### config.mk
export PLATFORM = sky130hd
export DESIGN_NAME = word_fifo
export DESIGN_NICKNAME = d
export VERILOG_FILES = /design/src/rtl/word_fifo_pkg.sv /design/src/rtl/word_fifo_mem.sv /design/src/rtl/word_fifo.sv
export SDC_FILE = /design/constraint.sdc
export NUM_CORES = 1
export LEC_CHECK = 0
export ABC_AREA = 0
export CORE_UTILIZATION = 55
export CTS_CLUSTER_DIAMETER = 120
export DETAILED_ROUTE_END_ITERATION = 8
export PLACE_DENSITY_LB_ADDON = 0.12
export SLEW_MARGIN = 20
export SYNTH_ARGS = -nofsm -noshare
export SYNTH_HDL_FRONTEND = slang
export SYNTH_SLANG_ARGS = --single-unit
### constraint.sdc
create_clock -name clk -period 3.1 [get_ports clk]
set_input_delay 0.62 -clock clk [delete_from_list [all_inputs] [get_ports clk]]
set_output_delay 0.62 -clock clk [all_outputs]
set_load 0.02 [all_outputs]
### src/rtl/word_fifo_pkg.sv
// Shared definitions for the word FIFO: default geometry and pointer sizing.
package word_fifo_pkg;

  localparam int FIFO_WIDTH_DEF = 3;
  localparam int FIFO_DEPTH_DEF = 4;

  // Pointer width for a power-of-two depth; the count needs one bit more.
  function automatic int ptr_width(input int depth);
    return $clog2(depth);
  endfunction

endpackage

### src/rtl/word_fifo_mem.sv
// DEPTH x WIDTH storage for the word FIFO with a synchronous write port and a
// registered read port. Only the read register is reset; the array is not.
module word_fifo_mem
  import word_fifo_pkg::*;
#(
  parameter int WIDTH = FIFO_WIDTH_DEF,
  parameter int DEPTH = FIFO_DEPTH_DEF
) (
  input  logic                        clk,
  input  logic                        rst,
  input  logic                        we,
  input  logic [ptr_width(DEPTH)-1:0] waddr,
  input  logic [WIDTH-1:0]            wdata,
  input  logic                        re,
  input  logic [ptr_width(DEPTH)-1:0] raddr,
  output logic [WIDTH-1:0]            rdata
);

  logic [WIDTH-1:0] mem [DEPTH];

  // Store the incoming word at the write address when a write is accepted.
  always_ff @(posedge clk) begin
    if (we) begin
      mem[waddr] <= wdata;
    end
  end

  // Capture the addressed word on an accepted read; hold it otherwise.
  always_ff @(posedge clk or negedge rst) begin
    if (!rst) begin
      rdata <= '0;
    end else if (re) begin
      rdata <= mem[raddr];
    end
  end

endmodule

### src/rtl/word_fifo.sv
// Word FIFO buffering the parallel register output for a slower consumer.
// Circular buffer with read/write pointers and an occupancy counter; full and
// empty are decoded from the counter.
// Optional build macro WORD_FIFO_ERR_FLAGS_EN adds sticky ovf/udf outputs.
module word_fifo
  import word_fifo_pkg::*;
#(
  parameter int WIDTH = FIFO_WIDTH_DEF,
  parameter int DEPTH = FIFO_DEPTH_DEF
) (
  input  logic                      clk,
  input  logic                      rst,
  input  logic [WIDTH-1:0]          din,
  input  logic                      wr_en,
  input  logic                      rd_en,
  output logic [WIDTH-1:0]          dout,
  output logic                      rd_valid,
  output logic                      full,
  output logic                      empty,
`ifdef WORD_FIFO_ERR_FLAGS_EN
  output logic                      ovf,
  output logic                      udf,
`endif
  output logic [ptr_width(DEPTH):0] count
);

  localparam int ADDR_W = ptr_width(DEPTH);
  localparam int CNT_W  = ADDR_W + 1;

  logic [ADDR_W-1:0] wr_ptr;
  logic [ADDR_W-1:0] rd_ptr;
  logic              wr_acc;
  logic              rd_acc;

  // full/empty come straight from the counter, so a full FIFO rejects writes
  // and an empty one rejects reads (no write-to-read pass-through).
  assign full   = (count == CNT_W'(DEPTH));
  assign empty  = (count == '0);
  assign wr_acc = wr_en && !full;
  assign rd_acc = rd_en && !empty;

  word_fifo_mem #(
    .WIDTH(WIDTH),
    .DEPTH(DEPTH)
  ) u_mem (
    .clk  (clk),
    .rst  (rst),
    .we   (wr_acc),
    .waddr(wr_ptr),
    .wdata(din),
    .re   (rd_acc),
    .raddr(rd_ptr),
    .rdata(dout)
  );

  // Advance pointers on accepted transfers; they wrap naturally at DEPTH.
  always_ff @(posedge clk or negedge rst) begin
    if (!rst) begin
      wr_ptr <= '0;
      rd_ptr <= '0;
    end else begin
      if (wr_acc) begin
        wr_ptr <= wr_ptr + ADDR_W'(1);
      end
      if (rd_acc) begin
        rd_ptr <= rd_ptr + ADDR_W'(1);
      end
    end
  end

  // Occupancy moves only when exactly one side is accepted.
  always_ff @(posedge clk or negedge rst) begin
    if (!rst) begin
      count <= '0;
    end else begin
      case ({wr_acc, rd_acc})
        2'b10:   count <= count + CNT_W'(1);
        2'b01:   count <= count - CNT_W'(1);
        default: count <= count;
      endcase
    end
  end

  // rd_valid marks the cycle where dout carries a freshly popped word.
  always_ff @(posedge clk or negedge rst) begin
    if (!rst) begin
      rd_valid <= 1'b0;
    end else begin
      rd_valid <= rd_acc;
    end
  end

`ifdef WORD_FIFO_ERR_FLAGS_EN
  // Sticky error flags: record any rejected write or read until reset.
  always_ff @(posedge clk or negedge rst) begin
    if (!rst) begin
      ovf <= 1'b0;
      udf <= 1'b0;
    end else begin
      if (wr_en && full) begin
        ovf <= 1'b1;
      end
      if (rd_en && empty) begin
        udf <= 1'b1;
      end
    end
  end
`endif

endmodule

* Word level (Yosys, flattened, before mapping) *
Memories as Yosys holds them, arrays and structs flattened. A register that Yosys moved wholly into a read port is not among the register bits.
Cells that the tools add are included.

storage, ports and cells
  flip-flop bits (word level) = 8
  RAM bits = 12
  bits of input ports = 7
  output and inout bits = 9
  logic and storage cells = 22
  memories = 1

memory list
  name       depth  width  read ports  clocked after Yosys merged registers in  write ports  line                 source
  u_mem.mem  4      3      1           1                                        1            word_fifo_mem.sv:19  logic [WIDTH-1:0] mem [DEPTH];

cells by class
  add/sub/neg operators = 4
  eq/ne operators = 3
  mux-type cells = 3
  reduce and logical (&&, ||, !) cells = 7

operators by type and width
  cell                                              number
  one-hot mux 3 bit (2 select lines)                1
  adder 2 x 1 -> 2 bit, second input constant       2
  adder 3 x 1 -> 3 bit, second input constant       1
  == test 3 bit, second input constant              1
  logical NOT 1 bit                                 3
  logical NOT 3 bit                                 1
  subtractor 3 x 1 -> 3 bit, second input constant  1
  == test 2 x 1 -> 1 bit, second input constant     1
  == test 2 bit, second input constant              1
  logical AND 1 bit                                 2
  2-to-1 mux 1 bit                                  2
  nonzero test 2 bit                                1

* Depth between registers and ports, before layout *
  depth after elaboration = 5
  gate-level depth with buffers = 9
  mapped depth without buffers = 9

* Cells and area by module *
Synthesis repeated with hierarchy kept, for this count alone.

unflattened totals
  cells, all modules = 66
  area total of the unflattened synthesis = 965.9 µm²

modules (own cells, without submodules)
  module         times used  cells an instance  area each (µm²)  seq. area each (µm²)
  word_fifo_mem  1           35                 591.8            435.4
  word_fifo      1           31                 374.1            200.2

* Least setup slack after synthesis *
OpenSTA, ideal clock, no wires.

  kind = reg2reg
  start = register count[2]
  end = register count[2]
  data arrival time = 2058 ps
  setup slack = 962 ps
  stages on the path, launching flop included = 10
  cell sequence = dfrtp_1 > nor3b_4 > nor2b_4 > inv_1 > ha_1 > inv_1 > fa_1 > xor2_1 > nor2_1 > xor2_1

between the ends
  longest elaborated chain between the ends = 5
  elaborated cells between the ends (all ways) = 12
  those cells by class = add/sub: 2; eq/ne: 3; mux: 1; reduce/logical: 6

ends and longest elaborated chain
  item                                                                      line             source
  from (decl)                                                               word_fifo.sv:24  output logic [ptr_width(DEPTH):0] count
  from (signal assigned)                                                    word_fifo.sv:77  2'b10: count <= count + CNT_W'(1);
  from (signal assigned)                                                    word_fifo.sv:78  2'b01: count <= count - CNT_W'(1);
  from (signal assigned)                                                    word_fifo.sv:79  default: count <= count;
  == test 3 bit (*)                                                         word_fifo.sv:37  assign full = (count == CNT_W'(DEPTH));
  named net full                                                            word_fifo.sv:18  output logic full,
  logical NOT 1 bit (*)                                                     word_fifo.sv:39  assign wr_acc = wr_en && !full;
  logical AND 1 bit (*)                                                     word_fifo.sv:39
  == test 2 x 1 -> 1 bit or == test 2 bit (tied branches)                   word_fifo.sv:76  case ({wr_acc, rd_acc})
  one-hot mux 3 bit (2 select lines) or nonzero test 2 bit (tied branches)  -

Mark *: on every way through the listed nets, which the timed path passes. The rest lies on a longest branch.
A chain may end at the register's enable or synchronous reset.

* Worst setup path in the final report *
  start = register count[0]
  end = output full

between the ends
  longest elaborated chain between the ends = 1

ends and longest elaborated chain
  item           line
  == test 3 bit  word_fifo.sv:37
  to (decl)      word_fifo.sv:18

Every way passes these cells.

==> results.json <==
{
  "antenna_cells": 0,
  "finalWirelength_microns": 1520,
  "finalCritPeriodShare_pct": 76.2,
  "first_pass_iters": 3,
  "ys_types": 19,
  "final_cells": 111,
  "final_nets": 100,
  "dp_cells": 107,
  "tns_ns": 0,
  "ios": 16,
  "cts_buffers": 3,
  "synth_area_per_cell_sq_um": 15.1,
  "worstReg2RegEnd": "count[2]",
  "finalSetupViolCount": 0,
  "drc": 0,
  "clock-root-buffer": "clkbuf_4",
  "placed_area_sq_um": 1200,
  "synth_fp_nets": 81,
  "power_density_nw_per_um2": 958,
  "yosysWarningCount": 0,
  "critPathKind": "reg2out",
  "max_cap_viol_count": 0,
  "worst_setup_path_end_kind": "output pin",
  "die_h_microns": 45.1,
  "fin_skew_ns": 0.0101,
  "worstPathArrival_ns": 1.74,
  "fp.coreArea_sq_um": 1730,
  "fin_crit_ns": 2.36,
  "m1WireLength_microns": 712,
  "hp-class": "reg2reg",
  "ctsHoldBuffers": 0,
  "hold_path_startpoint": "u_mem.rdata[1]",
  "die_area_sq_um": 2040,
  "grt_max_degree": 14,
  "synthesis.area_sq_um": 1020,
  "drtIter0Drc": 4,
  "grt_pass1_vias": 532,
  "cts_sinks": 23,
  "timing.final.hold_violations": 0,
  "fp-row-count": 15,
  "cp-start-kind": "register",
  "wl_per_cell_microns": 13.7,
  "fin_util_pct": 71.1,
  "synthToLayoutAreaGrowth_pct": 19.9,
  "fillCellCount": 137,
  "grt_overflow_total": 0,
  "reg2reg_from": "count[0]",
  "grtUsageTotal_pct": 18.9,
  "finalMaxSlewViolations": 0,
  "initial_core_util_pct": 59.3,
  "r2r_slack_ns": 1.04,
  "num_vias": 523,
  "tightest_slew_ns": 0.498,
  "place.gp.congestion": 0.762,
  "grt_pass1_wl_microns": 2550,
  "die-width_microns": 45.1,
  "clk_latency_ns": 0.31,
  "cp_max_fo": 6,
  "final_cell_area_sq_um": 1230,
  "preCtsSetupSlack_ns": 0.591,
  "met3WireLength_microns": 41,
  "setup_ws_ns": 0.738,
  "max_slew_margin_pct": 66.7,
  "htree_num_levels": 1,
  "holdPathEnd": "u_mem.rdata[1]",
  "worst_hold_slack_ns": 0.499,
  "ctsResizeCount": 0,
  "synth_cells": 68,
  "routed_via_density": 4.71,
  "p_leak_nw": 0.505,
  "clkTransAtPathRegs_ns": 0.13,
  "ir_drop_v": 0.000592,
  "hold_path_depth": 2,
  "ys_seq_area_share_pct": 62.1,
  "cts_tree": "done",
  "drive_above_1_share_pct": 18.6,
  "cp.required_ns": 2.48,
  "p_total_mw": 1.18,
  "dp_hpwl_microns": 1180,
  "clockBufferDepth": 2,
  "r2r_cells": 9,
  "rsz0062_at_grt": "false",
  "cts_setup_buffers": 0,
  "highest_layer": "met4",
  "wl_met2_microns": 744,
  "fmax_ghz": 0.423,
  "status": "complete, no violations",
  "antenna_found_initial": 0,
  "ys_seq_elements": 23,
  "io_buffers": 15,
  "ant_nets": 0
}
-- sequential cells by signal, summed over array words and instances, names as in the netlist --
| register | flops |
|---|---|
| u_mem.rdata | 3 |
| rd_valid | 1 |
| count | 3 |
| rd_ptr | 2 |
| u_mem.mem | 12 |
| wr_ptr | 2 |
-- layer usage --
layer  global-route usage, %  vias up
met1                    27.9      247
met4                    7.27        0
met5                       0        -
met2                    27.5        9
li1                        -      265
met3                    4.00        2
-- critical path: stages, from the launching register on --
cell	delay, ns
dfrtp_1	0.51
nor3b_4	0.28
clkdlybuf4s50_1	0.64
-- cell families (layout without fill, tap and decap cells) --
group | Yosys count | in the layout | synth area share, %
XOR/XNOR | 6 | 6 | 5.13
adder cells (fa/ha/maj) | 6 | 6 | 8.07
flip-flops | 23 | 23 | 62.1
multiplexers | 4 | 4 | 8.07
buffers and inverters | 8 | 26 | 3.06
AND/OR/NAND/NOR | 19 | 19 | 11.0
AO/OA/AOI/OAI | 2 | 2 | 2.57
-- synth_stat cells, drive strengths merged --
cell | number | area, sq um
nor2 | 1 | 3.75
nor3 | 1 | 5.00
nor3b | 1 | 18.8
edfxtp | 12 | 360
and2 | 4 | 30.0
xnor2 | 4 | 35.0
fa | 1 | 20.0
o31ai | 1 | 21.3
ha | 5 | 62.6
dfrtp | 11 | 275
nor2b | 1 | 13.8
nand2 | 11 | 41.3
mux2 | 1 | 15.0
o21ai | 1 | 5.00
buf | 1 | 5.00
xor2 | 2 | 17.5
inv | 7 | 26.3
mux4 | 3 | 67.6
-- area by class of cell --
type	instances	area (sq um)	area share (%)
sequential	23	636	51.8
inverter	7	26.3	2.14
tap	25	31.3	2.55
clock inverter	1	5.00	0.408
multi-input combinational	37	357	29.1
timing repair buffer	15	150	12.2
clock buffer	3	22.5	1.83
-- report_power, final --
part           total [mW]  switching [mW]  internal, mW
clock               0.135          0.0865        0.0481
sequential          0.535           0.106         0.429
combinational       0.507           0.240         0.267
-- layout by cell type, fill, tap and decap left out --
master,count
mux2_4,1
mux4_2,3
clkinv_2,1
clkdlybuf4s50_1,15
ha_1,5
dfrtp_1,11
xor2_1,2
and2_2,4
o21ai_0,1
clkbuf_4,3
fa_1,1
o31ai_4,1
nand2_1,11
nor3b_4,1
nor2_1,1
nor2b_4,1
inv_2,1
xnor2_1,4
edfxtp_1,12
inv_1,6
nor3_1,1
-- worst max path at each step --
stage / from / end / cells after the start
6_report: count[0] / full / 2
5_1_grt: count[0] / full / 2
4_1_cts: count[0] / full / 2
3_5_place_dp: rd_en / count[2] / 9
3_3_place_gp: rd_en / count[2] / 9
2_1_floorplan: count[2] / count[2] / 9
No activity file was read; power rests on OpenSTA's default activity.
